--- config.mk ---
export PLATFORM = sky130hd
export DESIGN_NAME = sseg_multi_drv
export DESIGN_NICKNAME = d
export VERILOG_FILES = /design/src/rtl/sseg_multi_drv.sv
export SDC_FILE = /design/constraint.sdc
export NUM_CORES = 1
export LEC_CHECK = 0
export CORE_ASPECT_RATIO = 0.6
export CORE_MARGIN = 5
export CORE_UTILIZATION = 52
export CTS_BUF_LIST = sky130_fd_sc_hd__clkbuf_8
export DETAILED_ROUTE_END_ITERATION = 8
export HOLD_SLACK_MARGIN = 0.02
export PLACE_DENSITY = 0.87
export SYNTH_ARGS = -nofsm -noshare
export SYNTH_HDL_FRONTEND = slang
export SYNTH_SLANG_ARGS = --single-unit
--- constraint.sdc ---
create_clock -name clk -period 2.4 [get_ports clk]
set_clock_uncertainty 0.1 [all_clocks]
set_input_delay 0.36 -clock clk [delete_from_list [all_inputs] [get_ports clk]]
set_output_delay 0.36 -clock clk [all_outputs]
set_load 0.005 [all_outputs]
--- src/rtl/sseg_multi_drv.sv ---
// N-digit seven-segment driver: double-buffered hex display with blank/blink/dp,
// leading-zero suppression and PWM brightness. Outputs are active-low per digit.
module sseg_multi_drv #(
  parameter int N_DIG     = 4,
  parameter int BLINK_DIV = 25000000,
  parameter int PWM_BITS  = 4
) (
  input  logic                  clk,
  input  logic                  rst_n,
  input  logic                  in_valid,
  output logic                  in_ready,
  input  logic [4*N_DIG-1:0]    data,
  input  logic [N_DIG-1:0]      dp,
  input  logic [N_DIG-1:0]      blank,
  input  logic [N_DIG-1:0]      blink,
  input  logic                  lzb_en,
  input  logic [PWM_BITS-1:0]   bright,
  output logic [8*N_DIG-1:0]    led,
  output logic                  frame
);

  localparam int BW = (BLINK_DIV > 2) ? $clog2(BLINK_DIV) : 1;
  localparam logic [BW-1:0] BLINK_TC = BW'(BLINK_DIV - 1);

  logic [PWM_BITS-1:0] cnt;
  logic                wrap;
  logic [BW-1:0]       presc;
  logic                phase;

  logic                pend;
  logic [4*N_DIG-1:0]  p_data, c_data;
  logic [N_DIG-1:0]    p_dp, c_dp;
  logic [N_DIG-1:0]    p_blank, c_blank;
  logic [N_DIG-1:0]    p_blink, c_blink;
  logic                p_lzb, c_lzb;

  logic [8*N_DIG-1:0]  led_nxt;

  assign wrap     = &cnt;
  assign in_ready = ~pend;

  function automatic logic [6:0] glyph(input logic [3:0] nib);
    case (nib)
      4'h0: glyph = 7'h3F;
      4'h1: glyph = 7'h06;
      4'h2: glyph = 7'h5B;
      4'h3: glyph = 7'h4F;
      4'h4: glyph = 7'h66;
      4'h5: glyph = 7'h6D;
      4'h6: glyph = 7'h7D;
      4'h7: glyph = 7'h27;
      4'h8: glyph = 7'h7F;
      4'h9: glyph = 7'h6F;
      4'hA: glyph = 7'h77;
      4'hB: glyph = 7'h7C;
      4'hC: glyph = 7'h58;
      4'hD: glyph = 7'h5E;
      4'hE: glyph = 7'h79;
      default: glyph = 7'h71;
    endcase
  endfunction

  always_ff @(posedge clk or negedge rst_n) begin
    if (!rst_n) begin
      cnt   <= '0;
      frame <= 1'b0;
      presc <= '0;
      phase <= 1'b1;
    end else begin
      cnt   <= cnt + 1'b1;
      frame <= wrap;
      if (presc == BLINK_TC) begin
        presc <= '0;
        phase <= ~phase;
      end else begin
        presc <= presc + 1'b1;
      end
    end
  end

  // Pending is only promoted on a wrap, so a frame never shows a mix of old and new.
  always_ff @(posedge clk or negedge rst_n) begin
    if (!rst_n) begin
      pend    <= 1'b0;
      p_data  <= '0;
      p_dp    <= '0;
      p_blank <= '1;
      p_blink <= '0;
      p_lzb   <= 1'b0;
      c_data  <= '0;
      c_dp    <= '0;
      c_blank <= '1;
      c_blink <= '0;
      c_lzb   <= 1'b0;
    end else if (pend && wrap) begin
      pend    <= 1'b0;
      c_data  <= p_data;
      c_dp    <= p_dp;
      c_blank <= p_blank;
      c_blink <= p_blink;
      c_lzb   <= p_lzb;
    end else if (in_valid && !pend) begin
      pend    <= 1'b1;
      p_data  <= data;
      p_dp    <= dp;
      p_blank <= blank;
      p_blink <= blink;
      p_lzb   <= lzb_en;
    end
  end

  always_comb begin
    logic       gate_on;
    logic       supp;
    logic [7:0] seg;
    led_nxt = '1;
    gate_on = (&bright) | (cnt < bright);
    supp    = 1'b0;
    seg     = '0;
    for (int i = 0; i < N_DIG; i++) begin
      // Suppression looks only at data values, never at the blank mask.
      supp = c_lzb && (i > 0) && ((c_data >> (4 * i)) == '0);
      seg  = {c_dp[i], supp ? 7'h00 : glyph(c_data[4*i +: 4])};
      if (!c_blank[i] && (phase || !c_blink[i]) && gate_on)
        led_nxt[8*i +: 8] = ~seg;
    end
  end

  always_ff @(posedge clk or negedge rst_n) begin
    if (!rst_n) led <= '1;
    else        led <= led_nxt;
  end

endmodule

# Word level (Yosys, flattened, before mapping)
# Memories as Yosys holds them, arrays and structs flattened.
# Cells that the tools add are included.
# W data, S select, Z words.
# op_classes
shifts	0
reduce_logical	33
multipliers	0
order_cmp	1
n_addsub	2
bitwise_logic	8
eq_ne	1
div_mod_pow	0
n_mux	10
# ops
operator	count
$logic_not A16 Y1	3
$mux W8	4
$not A8 Y8	4
$add A25 B1 Y25 const B	1
$eq A25 B25 Y1 const B	1
$mux W25	1
$mux W7	3
$logic_and A1 B1 Y1	13
$logic_not A1 Y1	9
$reduce_and A4 Y1	2
$add A4 B1 Y4 const B	1
$logic_or A1 B1 Y1	4
$lt A4 B4 Y1	1
$not A1 Y1	3
$mux W1	2
$reduce_and A2 Y1	1
$reduce_bool A2 Y1	1
$or A1 B1 Y1	1
# totals
latch_bits	0
romBits	448
inputBits	36
n_memories	4
output_inout_bits	34
mem_bits_rw	0
register_bits	122
# memory_table
memory	words	word_bits	rd	rd_clocked_by_memory_dff	wr	line_no	text
(name not given)	16	7	1	0	0	43	case (nib)
(name not given)	16	7	1	0	0	43	
(name not given)	16	7	1	0	0	43	
(name not given)	16	7	1	0	0	43	

# Longest topological paths before layout
# Gate-level depths: netlist (run 1).
# logic_depth
word_depth	5
mapped_depth	8
ltp_nobuf	7

# Worst setup path before layout (run 1)
# No wires, ideal clock.
# synth_timing
path_type	reg2reg
from	reg presc[0]
to	reg presc[11]
path_slack_ns	0.486
required_time_ns	2.181
path_stages_with_launch	8
synth_period_minus_slack_ns	1.914
path_buffers	1
t_arrival_ns	1.695
cell_sequence	dfrtp_1 ha_1 and3_2 nand3_2 or4_4 nor2_8 buf_6 nor2_1
# synth_between
elab_chain_len	2
word_cells_on_any_way	3
# synth_rtl
element	line_no	text
from (decl)	27	logic [BW-1:0] presc;
from (signal assigned)	76	presc <= presc + 1'b1;
$add A25 B1 Y25 / $eq A25 B25 Y1 (equally long branches)	76, 72	
$mux W25 (*)	72	if (presc == BLINK_TC) begin
# Every way passes the cells marked *; elsewhere a longest branch is shown, timed or not.
# A chain may end at the register's enable or synchronous reset.

# Worst setup path after layout (run 1)
# layout_timing
from	reg presc[0]
to	reg presc[5]
# The elaborated chain is that of the path after synthesis.

==> impl_metrics.json, run 1 <==
{
  "holdCritPathClass": "reg2reg",
  "leakagePower_nw": 3.053,
  "grt_busiest_layer": "met2",
  "async_flop_share": 1.000,
  "ctsResizeCount": 0,
  "start_util": 0.5337,
  "synth_edf_count": 0,
  "vias_per_cell": 5.477,
  "synth_top_area_frac": 0.3585,
  "cts_htree_levels": 4,
  "fin_nets": 615,
  "placed_area_mm2": 0.006571,
  "crit_type": "reg2reg",
  "synth_nets": 528,
  "p_total_mw": 5.438,
  "grtUsageMet3": 0.06296,
  "path_cells": "ha_1, and3_2, nand3_2, or4_4, nor2_8, o221ai_1",
  "maxCapViolations": 0,
  "ys_ff_latch": 122,
  "cp.arrival_ns": 2.33,
  "slew_viol_final": 0,
  "die_area_mm2": 0.01313,
  "clk-insertion-delay-late_ns": 0.43,
  "die_h_um": 90.77,
  "stdcell_area_mm2": 0.007015,
  "grt_first_pass_wirelength_um": 19780,
  "cts_tree": "yes",
  "grt_util_met1": 0.2611,
  "clock.fmax_mhz": 467.0,
  "outcome": "finished, final reports clean",
  "drive_above_1_share": 0.2885,
  "grt_use_total": 0.1906,
  "clk_pin_slew_ns": 0.07,
  "syn_avg_cell_area_um2": 12.16,
  "dr.first_iter.drc_count": 298,
  "synth_area_leaders": "dfrtp_1 36%, dfstp_2 19%, mux2_2 12%",
  "ff_latch_area_mm2": 0.003104,
  "yosysWarnings": 0,
  "final-setup-viol-count": 0,
  "grt_antenna_before_repair": 0,
  "gp_congestion": 0.9025,
  "tightest_slew_ns": 0.6006,
  "powerDensity_mw_per_mm2": 775.1,
  "finalHoldViolations": 0,
  "grt_pass1_vias": 3918,
  "post-route-drc-count": 0,
  "ant_nets": 0,
  "area_growth_pct": 24.08,
  "numCtsBuffers": 17,
  "path_delay_family": "simple AND/OR/NAND/NOR gates",
  "tns_ns": 0,
  "io-pin-count": 70,
  "first_pass_iters": 7,
  "dp.cells": 671,
  "fillerInstances": 745,
  "cpPeakStageDelay_ns": 0.55,
  "core_mm2": 0.01060,
  "synthTopCellsByCount": "81 x dfrtp_1, 60 x mux2_2, 41 x dfstp_2, 40 x nand2_1, 33 x nor2_1",
  "grtUsageMet2": 0.2847,
  "hpwl_um": 8120,
  "vias": 3856,
  "finalNonFillerCells": 704,
  "num_rows": 29,
  "synth_cells": 465,
  "required_ns": 2.59,
  "yosysUniqueCellTypes": 49,
  "whs_ns": 0.2947,
  "synthFlopType": "dfrtp_1",
  "crit_buf_inv": 0,
  "max-vdd-ir-drop_v": 0.0004218,
  "ys_seq_area_frac": 0.5490,
  "yosys.area.top_type": "dfrtp_1",
  "num_antenna_cells": 0,
  "synth_most_common_cell": "dfrtp_1",
  "multi_input_area_mm2": 0.002405,
  "cts_num_sinks": 122,
  "slowest_stage": "or4_4",
  "fp.dieW_um": 144.6,
  "startpoint_type": "flip-flop",
  "timing.slew.headroom": 0.5996,
  "fin_crit_sh": 0.8922,
  "cts_buffer_depth": 2,
  "port_buffers": 69,
  "root_buffer": "clkbuf_8",
  "grt_setup_unrepaired": "false",
  "worst-path-max-fanout": 15,
  "grt_max_degree": 48,
  "finalCriticalPeriod_ns": 2.141,
  "syn_area_mm2": 0.005654,
  "overflow": 0,
  "critPathCaptureType": "flip-flop",
  "routedWlPerCell_um": 16.26,
  "drt_wl_total_um": 11450
}
layout by cell type, fill, tap and decap left out, types with 5 or more instances in the layout:
cell type,n
a211oi_1,5
a21oi_1,15
buf_4,15
clkbuf_8,23
clkdlybuf4s50_1,68
dfrtp_1,81
dfstp_2,41
ha_1,27
inv_1,22
mux2_2,60
nand2_1,40
nand3_1,17
nand3b_1,5
nand4_1,8
nor2_1,33
o211ai_1,9
o21ai_0,11
xnor2_1,11
xor2_1,11
metrics by stage:
| step | setup WS [ns] | utilization |
|---|---|---|
| 6_report | 0.2588 | 0.6621 |
| 5_1_grt | 0.1401 | 0.6621 |
| 2_1_floorplan | 0.4864 | - |
| 3_3_place_gp | -0.04495 | 0.6202 |
| 3_5_place_dp | -0.1236 | 0.6202 |
| 4_1_cts | 0.2593 | 0.6621 |
worst register-to-register path, delay by kind of cell (launching register included):
family | cells | cell delay [ns]
DFF | 1 | 0.40
and+or+nand+nor | 4 | 1.13
AOI/OAI and AO/OA | 1 | 0.16
adders and majority gates | 1 | 0.23
where the power goes:
group          leakage, nW  switching [mW]  internal, mW  total (mW)
combinational         1.39           0.395         0.518       0.913
clock                0.234           0.778          1.18        1.96
sequential            1.43           0.201          2.37        2.57
path summary, 6_finish.rpt:
path,from,cells past startpoint,end,slack (ns)
worst max register to register,presc[0],6,presc[5],0.26
worst max-delay path,presc[0],6,presc[5],0.26
max in group asynchronous,rst_n,3,led[14],1.08
worst min register to register,c_dp[2],1,led[23],0.29
min in group asynchronous,rst_n,2,presc[24],0.40
worst min-delay path,c_dp[2],1,led[23],0.29
state kept, by name (all words and copies together) (netlist names):
name / cells
frame: 1
c_dp: 4
c_blank: 4
c_lzb: 1
c_data: 16
p_dp: 4
phase: 1
pend: 1
cnt: 4
p_data: 16
p_blink: 4
led: 32
p_lzb: 1
c_blink: 4
presc: 25
p_blank: 4
per-layer routing:
layer / up-vias / wire length, um
li1: 1801 / -
met4: 0 / 204
met1: 1922 / 5244
met3: 21 / 641
met2: 112 / 5360
met5: - / 0
cell families after synthesis:
family	after synthesis	share of synthesized area
buffers and inverters	37	0.02611
AO/OA/AOI/OAI	59	0.07966
multiplexers	63	0.1270
adder cells (fa/ha/maj)	27	0.05975
flip-flops	122	0.5490
AND/OR/NAND/NOR	135	0.1244
XOR/XNOR	22	0.03408
what timing repair did:
| action | in CTS | in global routing |
|---|---|---|
| buffers inserted | 0 | 0 |
| endpoints found under the hold margin | 33 | 0 |
| setup endpoints to repair | 0 | 0 |
| hold buffers | 1 | 0 |
area by class of cell:
class / instances / area share
timing repair buffer: 85 / 0.1174
sequential: 122 / 0.4425
clock buffer: 23 / 0.04512
inverter: 20 / 0.01070
clock inverter: 9 / 0.01676
tap: 139 / 0.02479
multi-input combinational: 306 / 0.3428
No activity file was read; power rests on OpenSTA's default activity.
==> run 2, diff against run 1 <==
==> constraint.sdc (replaced) <==
create_clock -name clk -period 2.4 [get_ports clk]
set_clock_uncertainty 0.1 [all_clocks]
set_input_delay 0.72 -clock clk [delete_from_list [all_inputs] [get_ports clk]]
set_output_delay 0.72 -clock clk [all_outputs]
set_load 0.005 [all_outputs]
==> impl_metrics.json, run 2 (synthesis results as in run 1) <==
{
  "startpoint_type": "input pin",
  "crit_type": "in2reg",
  "crit_start": "bright[1]",
  "largest_register_ffs": 32,
  "top_regs": "led: 32 flops, presc: 25 flops",
  "routedWlPerCell_um": 16.58,
  "final_common_cell": "dfrtp_1",
  "core_mm2": 0.01060,
  "grt_setup_unrepaired": "false",
  "worst-path-max-fanout": 6,
  "fillerInstances": 761,
  "grt_antenna_before_repair": 0,
  "post-route-util": 0.6577,
  "drive_above_1_share": 0.2860,
  "dr.first_iter.drc_count": 198,
  "tightest_slew_ns": 0.6118,
  "required_ns": 2.63,
  "area_growth_pct": 23.24,
  "max-vdd-ir-drop_v": 0.0004015,
  "maxCapViolations": 0,
  "clk_pin_slew_ns": 0.07,
  "grtUsageMet3": 0.05926,
  "cts_tree": "yes",
  "final-setup-viol-count": 0,
  "finalHoldViolations": 0,
  "grt_busiest_layer": "met2",
  "top_register": "led",
  "finalCriticalPeriod_ns": 2.363,
  "die_h_um": 90.77,
  "die_area_mm2": 0.01313,
  "ant_nets": 0,
  "grt_max_degree": 71,
  "grt_use_total": 0.1902,
  "stdcell_area_mm2": 0.006968,
  "vias": 3805,
  "cp.arrival_ns": 2.60,
  "clock.fmax_mhz": 423.2,
  "post-route-drc-count": 0,
  "numCtsBuffers": 17,
  "r2r-start": "presc[0]",
  "cts_htree_levels": 4,
  "cts_buffer_depth": 2,
  "port_buffers": 69,
  "dp.cells": 668,
  "finalNonFillerCells": 702,
  "grt_first_pass_wirelength_um": 19870,
  "num_antenna_cells": 0,
  "drt_wl_total_um": 11640,
  "fin_nets": 613,
  "final_cell_mix": "81 x dfrtp_1, 68 x clkdlybuf4s50_1, 60 x mux2_2",
  "start_util": 0.5337,
  "powerDensity_mw_per_mm2": 749.6,
  "placed_area_mm2": 0.006549,
  "gp_congestion": 0.9167,
  "fin_crit_sh": 0.9847,
  "root_buffer": "clkbuf_8",
  "holdCritPathClass": "in2async",
  "outcome": "finished, final reports clean",
  "critPathCaptureType": "flip-flop",
  "num_rows": 29,
  "timing.slew.headroom": 0.5899,
  "whs_ns": 0.07223,
  "first_pass_iters": 4,
  "grt_pass1_vias": 3977,
  "grt_util_met1": 0.2650,
  "leakagePower_nw": 3.020,
  "cts_num_sinks": 122,
  "hpwl_um": 8132,
  "vias_per_cell": 5.420,
  "p_total_mw": 5.223,
  "fp.dieW_um": 144.6,
  "overflow": 0,
  "io-pin-count": 70,
  "clk-insertion-delay-late_ns": 0.43,
  "grtUsageMet2": 0.2920,
  "slew_viol_final": 0
}
## run 2: cell count changes in the layout (fill, tap and decap cells not counted), moves of 2 or more
cell        previous run  this run
clkbuf_8              23        19
buf_4                 15        13
inv_1                 22        25
o311ai_0               4         2
clkinvlp_4             0         2
o311ai_1               0         2
## run 2: path summary, 6_finish.rpt
kind                              to  slack (ns)  depth (start not counted)
max                          led[30]        0.04                          8
min                        presc[15]        0.07                          1
max reg2reg                 presc[5]        0.24                          6
min reg2reg                  led[31]        0.30                          1
max in group asynchronous    led[28]        1.39                          2
min in group clk             led[31]        0.30                          1
## run 2: power breakdown
group | switching (mW) | internal [mW]
combinational | 0.391 | 0.523
clock | 0.787 | 0.950
sequential | 0.208 | 2.36
## run 2: metrics by stage
stage	setup WS [ns]	setup TNS, ns
final	0.03681	0
after global routing	0.01381	0
after CTS	-0.02638	-0.05065
after detailed placement	-0.4840	-11.72
after global placement	-0.3970	-9.803
after floorplan	0.1773	0
## run 2: metal layers
layer | vias up | part of all wire
li1 | 1805 | -
met1 | 1903 | 0.47
met2 | 86 | 0.48
met3 | 11 | 0.045
met4 | 0 | 0.0075
met5 | - | 0
## run 2: final cells by class
| class | instances | area, um^2 | area share |
|---|---|---|---|
| clock buffers | 19 | 261.5 | 0.03753 |
| repair buffers | 83 | 809.5 | 0.1162 |
| clock inverters | 13 | 113.9 | 0.01634 |
| flip-flops and latches | 122 | 3104 | 0.4455 |
| inverters | 20 | 75.07 | 0.01077 |
| multi-input cells | 306 | 2430 | 0.3487 |
| well taps | 139 | 173.9 | 0.02496 |
## run 2: worst max-delay path, stage by stage
cell	delay, ns
clkdlybuf4s50_1	0.48
inv_1	0.08
ha_4	0.22
a211oi_2	0.31
o21bai_4	0.17
a221oi_4	0.34
buf_6	0.17
o211ai_1	0.10
## run 2: what timing repair did
action | in CTS | in global routing
hold buffers | 0 | 0
setup endpoints to repair | 3 | 15
endpoints found under the hold margin | 0 | 0
resized for setup | 1 | 6
pin swaps | 2 | 5
buffers inserted | 0 | 2
==> run 3, diff against run 2 <==
CORE_ASPECT_RATIO = unset   (was 0.6)
CORE_MARGIN = 2   (was 5)
==> impl_metrics.json, run 3 (synthesis results as in run 1) <==
{
  "final_common_cell": "dfrtp_1",
  "routedWlPerCell_um": 15.78,
  "post-route-drc-count": 0,
  "port_buffers": 69,
  "finalNonFillerCells": 700,
  "fin_crit_sh": 0.9694,
  "cts_num_sinks": 122,
  "final_cell_mix": "81 x dfrtp_1, 68 x clkdlybuf4s50_1, 60 x mux2_2",
  "die_area_mm2": 0.01172,
  "first_pass_iters": 5,
  "core_mm2": 0.01075,
  "vias": 3810,
  "fillerInstances": 803,
  "startpoint_type": "input pin",
  "dp.cells": 667,
  "tightest_slew_ns": 0.5637,
  "hpwl_um": 7669,
  "fp.dieW_um": 108.3,
  "ff_latch_area_mm2": 0.003104,
  "required_ns": 2.61,
  "numCtsBuffers": 17,
  "cts_buffer_depth": 2,
  "leakagePower_nw": 3.038,
  "root_buffer": "clkbuf_8",
  "num_antenna_cells": 0,
  "drive_above_1_share": 0.2893,
  "largest_register_ffs": 32,
  "gp_congestion": 0.8364,
  "clock.fmax_mhz": 429.8,
  "dr.first_iter.drc_count": 122,
  "whs_ns": 0.1805,
  "grt_pass1_vias": 3919,
  "area_growth_pct": 24.83,
  "ant_nets": 0,
  "top_register": "led",
  "overflow": 0,
  "grtUsageMet2": 0.3482,
  "holdCritPathClass": "in2async",
  "grt_first_pass_wirelength_um": 18420,
  "start_util": 0.5262,
  "vias_per_cell": 5.443,
  "cts_htree_levels": 4,
  "outcome": "finished, final reports clean",
  "max-vdd-ir-drop_v": 0.0004580,
  "finalHoldViolations": 0,
  "multi_input_area_mm2": 0.002442,
  "cts_tree": "yes",
  "grt_max_degree": 44,
  "ctsHoldBuffers": 0,
  "cp.arrival_ns": 2.54,
  "top_regs": "led: 32 flops, presc: 25 flops",
  "finalCriticalPeriod_ns": 2.327,
  "drt_wl_total_um": 11050,
  "timing.slew.headroom": 0.6221,
  "grt_busiest_layer": "met2",
  "grt_util_met1": 0.2501,
  "grt_antenna_before_repair": 0,
  "num_rows": 38,
  "clk-insertion-delay-late_ns": 0.42,
  "slew_viol_final": 0,
  "die_h_um": 108.3,
  "io-pin-count": 70,
  "fin_nets": 610,
  "clk_pin_slew_ns": 0.07,
  "maxCapViolations": 0,
  "grt_use_total": 0.2034,
  "final-setup-viol-count": 0,
  "critPathCaptureType": "flip-flop",
  "grtUsageMet3": 0.04280,
  "worst-path-max-fanout": 8,
  "crit_type": "in2reg",
  "powerDensity_mw_per_mm2": 772.9
}
[run 3: cell types whose count changed in the layout (fill, tap and decap cells not counted), moves of 2 or more]
cell and change:
buf_4 -6, inv_1 -4, bufinv_16 +2, buf_12 +3
[run 3: path summary, 6_finish.rpt]
check | from | endpoint | slack, ns | depth (start not counted)
max | bright[1] | led[4] | 0.07 | 7
min | rst_n | presc[21] | 0.18 | 1
max reg2reg | c_data[13] | led[10] | 0.22 | 7
min reg2reg | c_dp[1] | led[15] | 0.29 | 1
max in group asynchronous | rst_n | c_blank[2] | 1.37 | 2
min in group clk | c_dp[1] | led[15] | 0.29 | 1
[run 3: layout make-up]
type	count	share of cell area
clock buffer	19	0.03705
clock inverter	13	0.02482
tap	140	0.02482
timing repair buffer	80	0.1168
sequential	122	0.4398
multi-input combinational	306	0.3460
inverter	20	0.01064
[run 3: metal layers]
| layer | share of wire | routed length, um |
|---|---|---|
| met1 | 0.42 | 4633 |
| met2 | 0.52 | 5751 |
| met3 | 0.037 | 408 |
| met4 | 0.023 | 254 |
| met5 | 0 | 0 |
[run 3: what timing repair did]
| item | CTS | global route |
|---|---|---|
| gates resized for setup | 1 | 6 |
| endpoints found under the setup margin | 2 | 14 |
| buffers inserted | 1 | 0 |
| pin swaps | 2 | 5 |
| hold endpoints to repair | 0 | 0 |
[run 3: worst max-delay path, cell delays in order]
cell,delay [ns]
clkdlybuf4s50_1,0.47
inv_1,0.07
ha_4,0.23
a211oi_4,0.29
o21bai_4,0.16
a221oi_4,0.39
o311ai_0,0.20
[run 3: where the power goes]
part | leakage, nW | switching, mW | total, mW | internal [mW]
combinational | 1.39 | 0.385 | 0.909 | 0.524
clock | 0.219 | 0.804 | 1.98 | 1.18
sequential | 1.43 | 0.201 | 2.57 | 2.36
[run 3: per-stage QoR]
| stage | setup WS [ns] | setup TNS, ns | power (mW) | utilization | cell area, um^2 |
|---|---|---|---|---|---|
| after floorplan | 0.1773 | 0 | 3.045 | - | 5654 |
| after global placement | -0.4232 | -10.32 | 3.431 | 0.6121 | 6578 |
| after detailed placement | -0.4466 | -10.58 | 3.493 | 0.6121 | 6578 |
| after CTS | 0.0001152 | 0 | 5.478 | 0.6535 | 7022 |
| after global routing | -0.02536 | -0.04716 | 5.709 | 0.6568 | 7058 |
| final | 0.07349 | 0 | 5.455 | 0.6568 | 7058 |
